### src/rtl/regfile_pkg.sv
// Shared defaults, address-width helper and sequencer states for the multi-port register file.
package regfile_pkg;

  localparam int XLEN_DEF = 32;
  localparam int NREG_DEF = 32;

  typedef enum logic {
    CLEAR,
    RUN
  } state_t;

  // The address must stay at least one bit wide, even for the smallest legal file.
  function automatic int calc_aw(input int n);
    return (n > 2) ? $clog2(n) : 1;
  endfunction

endpackage

### src/rtl/regfile_rd_port.sv
// One read port: same-cycle write forwarding (highest write port wins) and the pending flag.
module regfile_rd_port #(
  parameter int XLEN = 32,
  parameter int AW   = 5,
  parameter int NWR  = 2
) (
  input  logic                ready,
  input  logic                en,
  input  logic [AW-1:0]       addr,
  input  logic [XLEN-1:0]     stored,
  input  logic                busy,
  input  logic [NWR-1:0]      wr_en,
  input  logic [NWR*AW-1:0]   wr_addr,
  input  logic [NWR*XLEN-1:0] wr_data,
  output logic [XLEN-1:0]     data,
  output logic                pending
);

  logic            hit;
  logic [XLEN-1:0] fwd;

  // Later ports overwrite earlier matches, so the highest-index writer is forwarded.
  always_comb begin
    hit = 1'b0;
    fwd = '0;
    for (int i = 0; i < NWR; i++) begin
      if (wr_en[i] && (wr_addr[i*AW +: AW] == addr)) begin
        hit = 1'b1;
        fwd = wr_data[i*XLEN +: XLEN];
      end
    end
  end

  always_comb begin
    data    = '0;
    pending = 1'b0;
    if (ready && en && (addr != '0)) begin
      data    = hit ? fwd : stored;
      pending = busy && !hit;
    end
  end

endmodule

### src/rtl/regfile_mp.sv
// Multi-port register file with a self-clearing sequencer and an optional busy scoreboard,
// built only when REGFILE_SCOREBOARD_EN is defined.
module regfile_mp
  import regfile_pkg::*;
#(
  parameter int XLEN = XLEN_DEF,
  parameter int NREG = NREG_DEF,
  parameter int NRD  = 2,
  parameter int NWR  = 2,
  localparam int AW  = calc_aw(NREG)
) (
  input  logic                clk,
  input  logic                rst,
  output logic                ready,
  input  logic [NWR-1:0]      wr_en,
  input  logic [NWR*AW-1:0]   wr_addr,
  input  logic [NWR*XLEN-1:0] wr_data,
  input  logic [NRD-1:0]      rd_en,
  input  logic [NRD*AW-1:0]   rd_addr,
  output logic [NRD*XLEN-1:0] rd_data,
  output logic [NRD-1:0]      rd_busy,
  input  logic                sb_set_en,
  input  logic [AW-1:0]       sb_set_addr
);

  localparam logic [AW-1:0] LAST = AW'(NREG - 1);

  state_t          state;
  logic [AW-1:0]   clr_idx;
  logic [XLEN-1:0] regs [NREG];

  always_ff @(posedge clk) begin
    if (rst) begin
      state   <= CLEAR;
      clr_idx <= AW'(1);
      ready   <= 1'b0;
    end else begin
      case (state)
        CLEAR: begin
          if (clr_idx == LAST) begin
            state <= RUN;
            ready <= 1'b1;
          end else begin
            clr_idx <= clr_idx + AW'(1);
          end
        end
        RUN: ready <= 1'b1;
        default: state <= CLEAR;
      endcase
    end
  end

  // Register 0 is never written; reads of it are forced to zero in the read ports.
  always_ff @(posedge clk) begin
    if (!rst) begin
      if (state == CLEAR) begin
        regs[clr_idx] <= '0;
      end else begin
        for (int i = 0; i < NWR; i++) begin
          if (wr_en[i] && (wr_addr[i*AW +: AW] != '0))
            regs[wr_addr[i*AW +: AW]] <= wr_data[i*XLEN +: XLEN];
        end
      end
    end
  end

`ifdef REGFILE_SCOREBOARD_EN
  logic [NREG-1:0] busy;

  // The set is applied after the write clears, so a same-cycle set on the same register wins.
  always_ff @(posedge clk) begin
    if (rst) begin
      busy <= '0;
    end else if (state == RUN) begin
      for (int i = 0; i < NWR; i++) begin
        if (wr_en[i] && (wr_addr[i*AW +: AW] != '0))
          busy[wr_addr[i*AW +: AW]] <= 1'b0;
      end
      if (sb_set_en && (sb_set_addr != '0))
        busy[sb_set_addr] <= 1'b1;
    end
  end
`else
  logic unused_sb;
  assign unused_sb = ^{sb_set_en, sb_set_addr};
`endif

  for (genvar j = 0; j < NRD; j++) begin : g_rd
    logic [AW-1:0] addr;
    logic          busy_bit;

    assign addr = rd_addr[j*AW +: AW];
`ifdef REGFILE_SCOREBOARD_EN
    assign busy_bit = busy[addr];
`else
    assign busy_bit = 1'b0;
`endif

    regfile_rd_port #(
      .XLEN(XLEN),
      .AW  (AW),
      .NWR (NWR)
    ) u_port (
      .ready  (ready),
      .en     (rd_en[j]),
      .addr   (addr),
      .stored (regs[addr]),
      .busy   (busy_bit),
      .wr_en  (wr_en),
      .wr_addr(wr_addr),
      .wr_data(wr_data),
      .data   (rd_data[j*XLEN +: XLEN]),
      .pending(rd_busy[j])
    );
  end

endmodule

### config.mk
export PLATFORM = sky130hd
export DESIGN_NAME = regfile_mp
export DESIGN_NICKNAME = d
export VERILOG_FILES = /design/src/rtl/regfile_pkg.sv /design/src/rtl/regfile_rd_port.sv /design/src/rtl/regfile_mp.sv
export SDC_FILE = /design/constraint.sdc
export NUM_CORES = 2
export LEC_CHECK = 0
export BUFFER_PORTS_ARGS = -buffer_cell sky130_fd_sc_hd__buf_2
export CAP_MARGIN = 20
export CORE_MARGIN = 1.5
export CORE_UTILIZATION = 37
export DETAILED_ROUTE_END_ITERATION = 7
export GPL_TIMING_DRIVEN = 0
export MAX_ROUTING_LAYER = met4
export PLACE_DENSITY = 0.51
export SLEW_MARGIN = 0
export SYNTH_ARGS = -nofsm -noshare
export SYNTH_HDL_FRONTEND = slang
export SYNTH_SLANG_ARGS = --single-unit
### constraint.sdc
create_clock -name clk -period 4.18 [get_ports clk]
set_clock_uncertainty 0.05 [all_clocks]
set_input_delay 0.418 -clock clk [delete_from_list [all_inputs] [get_ports clk]]
set_output_delay 0.418 -clock clk [all_outputs]
set_load 0.05 [all_outputs]
==> impl_metrics.prom <==
# TYPE chip_impl_metric gauge
chip_impl_info{name="run_status",value="finished with violations"} 1
chip_impl_info{name="violations_in_the_final_reports",value="setup timing"} 1
chip_impl_metric{name="row_count",unit=""} 147
chip_impl_metric{name="worstMarginPinSlew",unit="ns"} 1.32
chip_impl_metric{name="timing.final.crit_period",unit="ns"} 4.35
chip_impl_metric{name="final_critical_path_setup_slack",unit="ns"} -0.173
chip_impl_metric{name="dp.final_hpwl",unit="um"} 240000
chip_impl_metric{name="wl_per_cell",unit="um"} 42.0
chip_impl_metric{name="finish.net_count",unit=""} 5493
chip_impl_metric{name="initial_utilization",unit="%"} 37.3
chip_impl_metric{name="worst-path-max-fanout",unit=""} 10
chip_impl_metric{name="die_area",unit="um2"} 164000
chip_impl_metric{name="grt_remaining_overflow",unit=""} 0
chip_impl_metric{name="async_flop_share",unit="%"} 0
chip_impl_metric{name="grt_pass1_wl",unit="um"} 421000
chip_impl_metric{name="cts_made_buffers",unit=""} 117
chip_impl_metric{name="final.period_utilization",unit="%"} 104
chip_impl_metric{name="cellLeakagePower",unit="nW"} 21.3
chip_impl_metric{name="dr.first_iter.drc_count",unit=""} 9732
chip_impl_metric{name="final_number_of_setup_violating_endpoints",unit=""} 127
chip_impl_metric{name="die_w",unit="um"} 405
chip_impl_metric{name="dp_cells",unit=""} 7404
chip_impl_metric{name="antenna_found_initial",unit=""} 13
chip_impl_metric{name="io_buffers",unit=""} 110
chip_impl_metric{name="vias",unit=""} 52100
chip_impl_metric{name="drt_drc_violations_left",unit=""} 0
chip_impl_metric{name="floorplan.die.height",unit="um"} 405
chip_impl_metric{name="final_hold_viol_count",unit=""} 0
chip_impl_metric{name="flow.area_growth_from_synthesis",unit="%"} 17.6
chip_impl_metric{name="fin_total_pwr",unit="mW"} 25.1
chip_impl_metric{name="vdd.ir_drop.worst",unit="mV"} 0.353
chip_impl_metric{name="global_route.usage.total",unit="%"} 39.6
chip_impl_metric{name="final.fill_count",unit=""} 14800
chip_impl_metric{name="max_cap_viol_count",unit=""} 0
chip_impl_metric{name="finalWirelength",unit="um"} 322000
chip_impl_metric{name="seq_cells_post_synth",unit=""} 1031
chip_impl_metric{name="synthesis.area_per_instance",unit="um2"} 11.9
chip_impl_info{name="worst-setup-path-type",value="in2out"} 1
chip_impl_metric{name="cts_buffer_depth",unit=""} 3
chip_impl_metric{name="maxClockFrequency",unit="MHz"} 230
chip_impl_metric{name="place.gp.congestion",unit=""} 1.05
chip_impl_metric{name="final_ant_viol_nets",unit=""} 0
chip_impl_metric{name="required",unit="ns"} 3.71
chip_impl_metric{name="clock_tree.htree_level_count",unit=""} 3
chip_impl_metric{name="synthesis.area",unit="um2"} 59900
chip_impl_metric{name="io_pins",unit=""} 163
chip_impl_info{name="endpoint_kind",value="output pin"} 1
chip_impl_metric{name="detail_route.vias_per_cell",unit=""} 6.80
chip_impl_metric{name="worstPathArrival",unit="ns"} 3.88
chip_impl_info{name="hold_path_class",value="in2reg"} 1
chip_impl_metric{name="timing.max_slew.rel_slack",unit="%"} 11.7
chip_impl_metric{name="layout.cells.non_filler",unit=""} 7667
chip_impl_info{name="rsz_0062_raised_after_global_routing",value="true"} 1
chip_impl_metric{name="clkSlewWorstSetupHoldPaths",unit="ns"} 0.06
chip_impl_info{name="postSynth.topFlopCell",value="edfxtp_1"} 1
chip_impl_metric{name="grt_start_max_net_pins",unit=""} 22
chip_impl_metric{name="place_ws",unit="ns"} -1.26
chip_impl_metric{name="synth_edf_count",unit=""} 1024
chip_impl_info{name="cts_tree",value="yes"} 1
chip_impl_metric{name="netlist_instances",unit=""} 5034
chip_impl_metric{name="vias_in_the_first_global_route",unit=""} 47800
chip_impl_metric{name="core_area",unit="um2"} 161000
chip_impl_info{name="root_buffer",value="clkbuf_16"} 1
chip_impl_metric{name="clock_insertion_delay_worst_skew",unit="ns"} 0.79
chip_impl_metric{name="cts_num_sinks",unit=""} 1031
chip_impl_metric{name="ys.warnings.count",unit=""} 0
chip_impl_info{name="start_kind",value="primary input"} 1
chip_impl_metric{name="final-max-slew-violation-count",unit=""} 0
chip_impl_metric{name="power_per_cell_area",unit="nW/um2"} 356
chip_impl_metric{name="yosys.cell_types.count",unit=""} 62
chip_impl_metric{name="share_of_final_layout_standard_cells_stronger_than_drive_strength_1",unit="%"} 22.7
chip_impl_metric{name="first_pass_iters",unit=""} 7
chip_impl_metric{name="synth.yosys.seq_area_share",unit="%"} 51.6
## cell type report
cell class | count | area [um2] | share of cell area, %
Sequential cell | 1031 | 30900 | 43.9
Multi-Input combinational cell | 3305 | 26800 | 38.0
Clock buffer | 136 | 3020 | 4.29
Buffer | 659 | 2970 | 4.22
Timing Repair Buffer | 242 | 2910 | 4.14
Tap cell | 2160 | 2700 | 3.84
Clock inverter | 80 | 926 | 1.32
Inverter | 39 | 146 | 0.208
Antenna cell | 15 | 37.5 | 0.0533
## cells in the final DEF, fill, tap and decap left out, types with 8 or more instances in the layout
cell type / count
o22ai_4: 12
clkinv_2: 25
o31ai_4: 13
a41o_1: 24
clkbuf_4: 12
o21ai_0: 994
clkbuf_2: 62
dlygate4sd3_1: 24
buf_4: 54
a32oi_1: 32
nand3_1: 98
o22ai_1: 31
clkbuf_16: 118
nand2_1: 1106
buf_6: 16
o31ai_1: 17
buf_2: 179
nor4_1: 8
bufinv_16: 17
nor2_1: 119
edfxtp_1: 1024
nor3_1: 18
buf_16: 36
mux4_2: 562
xnor2_1: 19
diode_2: 15
inv_1: 39
mux2i_1: 55
clkbuf_1: 463
buf_12: 27
clkinvlp_4: 10
clkinv_1: 15
buf_1: 10
o21bai_4: 19
a22oi_1: 73
buf_8: 31
## cell usage after synthesis (all sizes together) (4+ instances only)
cell type | number | share of area (%)
nand3 | 100 | 0.84
o21ai | 996 | 8.3
dfxtp | 7 | 0.23
clkbuf | 513 | 3.2
o31ai | 33 | 0.41
nor2 | 125 | 0.78
inv | 39 | 0.24
nor2b | 7 | 0.073
xnor2 | 19 | 0.28
edfxtp | 1024 | 51
or2 | 7 | 0.077
nor4 | 8 | 0.084
a41o | 24 | 0.40
mux2i | 55 | 0.92
and4b | 6 | 0.10
nor3 | 20 | 0.17
nand4 | 4 | 0.042
o21bai | 21 | 0.27
a22oi | 79 | 0.99
nand2b | 7 | 0.073
xor2 | 4 | 0.059
nand3b | 7 | 0.088
a21oi | 5 | 0.042
mux4 | 562 | 21
o22ai | 43 | 0.48
a32oi | 32 | 0.47
buf | 147 | 1.4
nand2 | 1106 | 6.9
## where the power goes
part           switching [mW]  total [mW]  internal, mW
clock network            4.89        11.1          6.24
registers              0.0644        11.4          11.3
logic                    1.70        2.56         0.860
## cells by family after synthesis
kind of cell               Yosys count  share of synthesized area, %
other                                1                       0.00626
buffers and inverters              699                          4.85
and+or+nand+nor                   1407                          9.40
DFF                               1031                          51.6
AOI/OAI and AO/OA                 1252                          11.7
xor gates and xnor gates            23                         0.337
muxes                              619                          22.1
adders and majority gates            2                        0.0418
## registers in the layout (all words and copies together) (netlist names)
name,flops
regs,1024
clr_idx,5
ready,1
state,1
## worst max-delay path, cell delays in order
cell and delay, ns:
buf_2 0.33, clkbuf_2 0.47, clkbuf_1 0.75, mux4_2 0.50, mux4_2 0.51, nand3_1 0.10, nand3_1 0.40, buf_2 0.38
## per-stage QoR
| stage | TNS (ns) | hold WS, ns | area (um2) | util (%) |
|---|---|---|---|---|
| CTS | 0 | 0.00221 | 70100 | 43.7 |
| detailed placement | -133.24 | 0.488 | 65600 | 40.8 |
| finish | -4.16 | 0.0485 | 70400 | 43.8 |
| floorplan | 0 | 0.446 | 59900 | - |
| global placement | -2636.89 | 0.478 | 63100 | 39.3 |
| global route | -0.0975 | 0.0472 | 70300 | 43.8 |
## path summary, 6_finish.rpt
kind                                         startpoint  slack, ns                 endpoint  cells past startpoint
worst min-delay path                        wr_data[61]       0.05   regs[31][29]$_DFFE_PP_                      3
worst max-delay path                         rd_addr[2]      -0.17               rd_data[8]                      8
worst min register to register  clr_idx[4]$_SDFFE_PP0P_       0.50  clr_idx[4]$_SDFFE_PP0P_                      2
worst max register to register         state$_SDFF_PP0_      -0.14    regs[3][13]$_DFFE_PP_                      6
## what timing repair did
action                     CTS  global route
buffers inserted             4             1
cloned                       0             0
hold buffers                24             0
pin swaps                    2             2
resized for setup          114            61
setup endpoints to repair  192           207
hold endpoints to repair    46             0
## per-layer routing
layer	wire length [um]	up-vias	global-route usage [%]
met4	19800	0	19.3
li1	-	19900	-
met3	50400	951	15.8
met2	135000	4784	55.0
met1	117000	26500	50.1
met5	0	-	-
(Power assumes the default switching activity.)
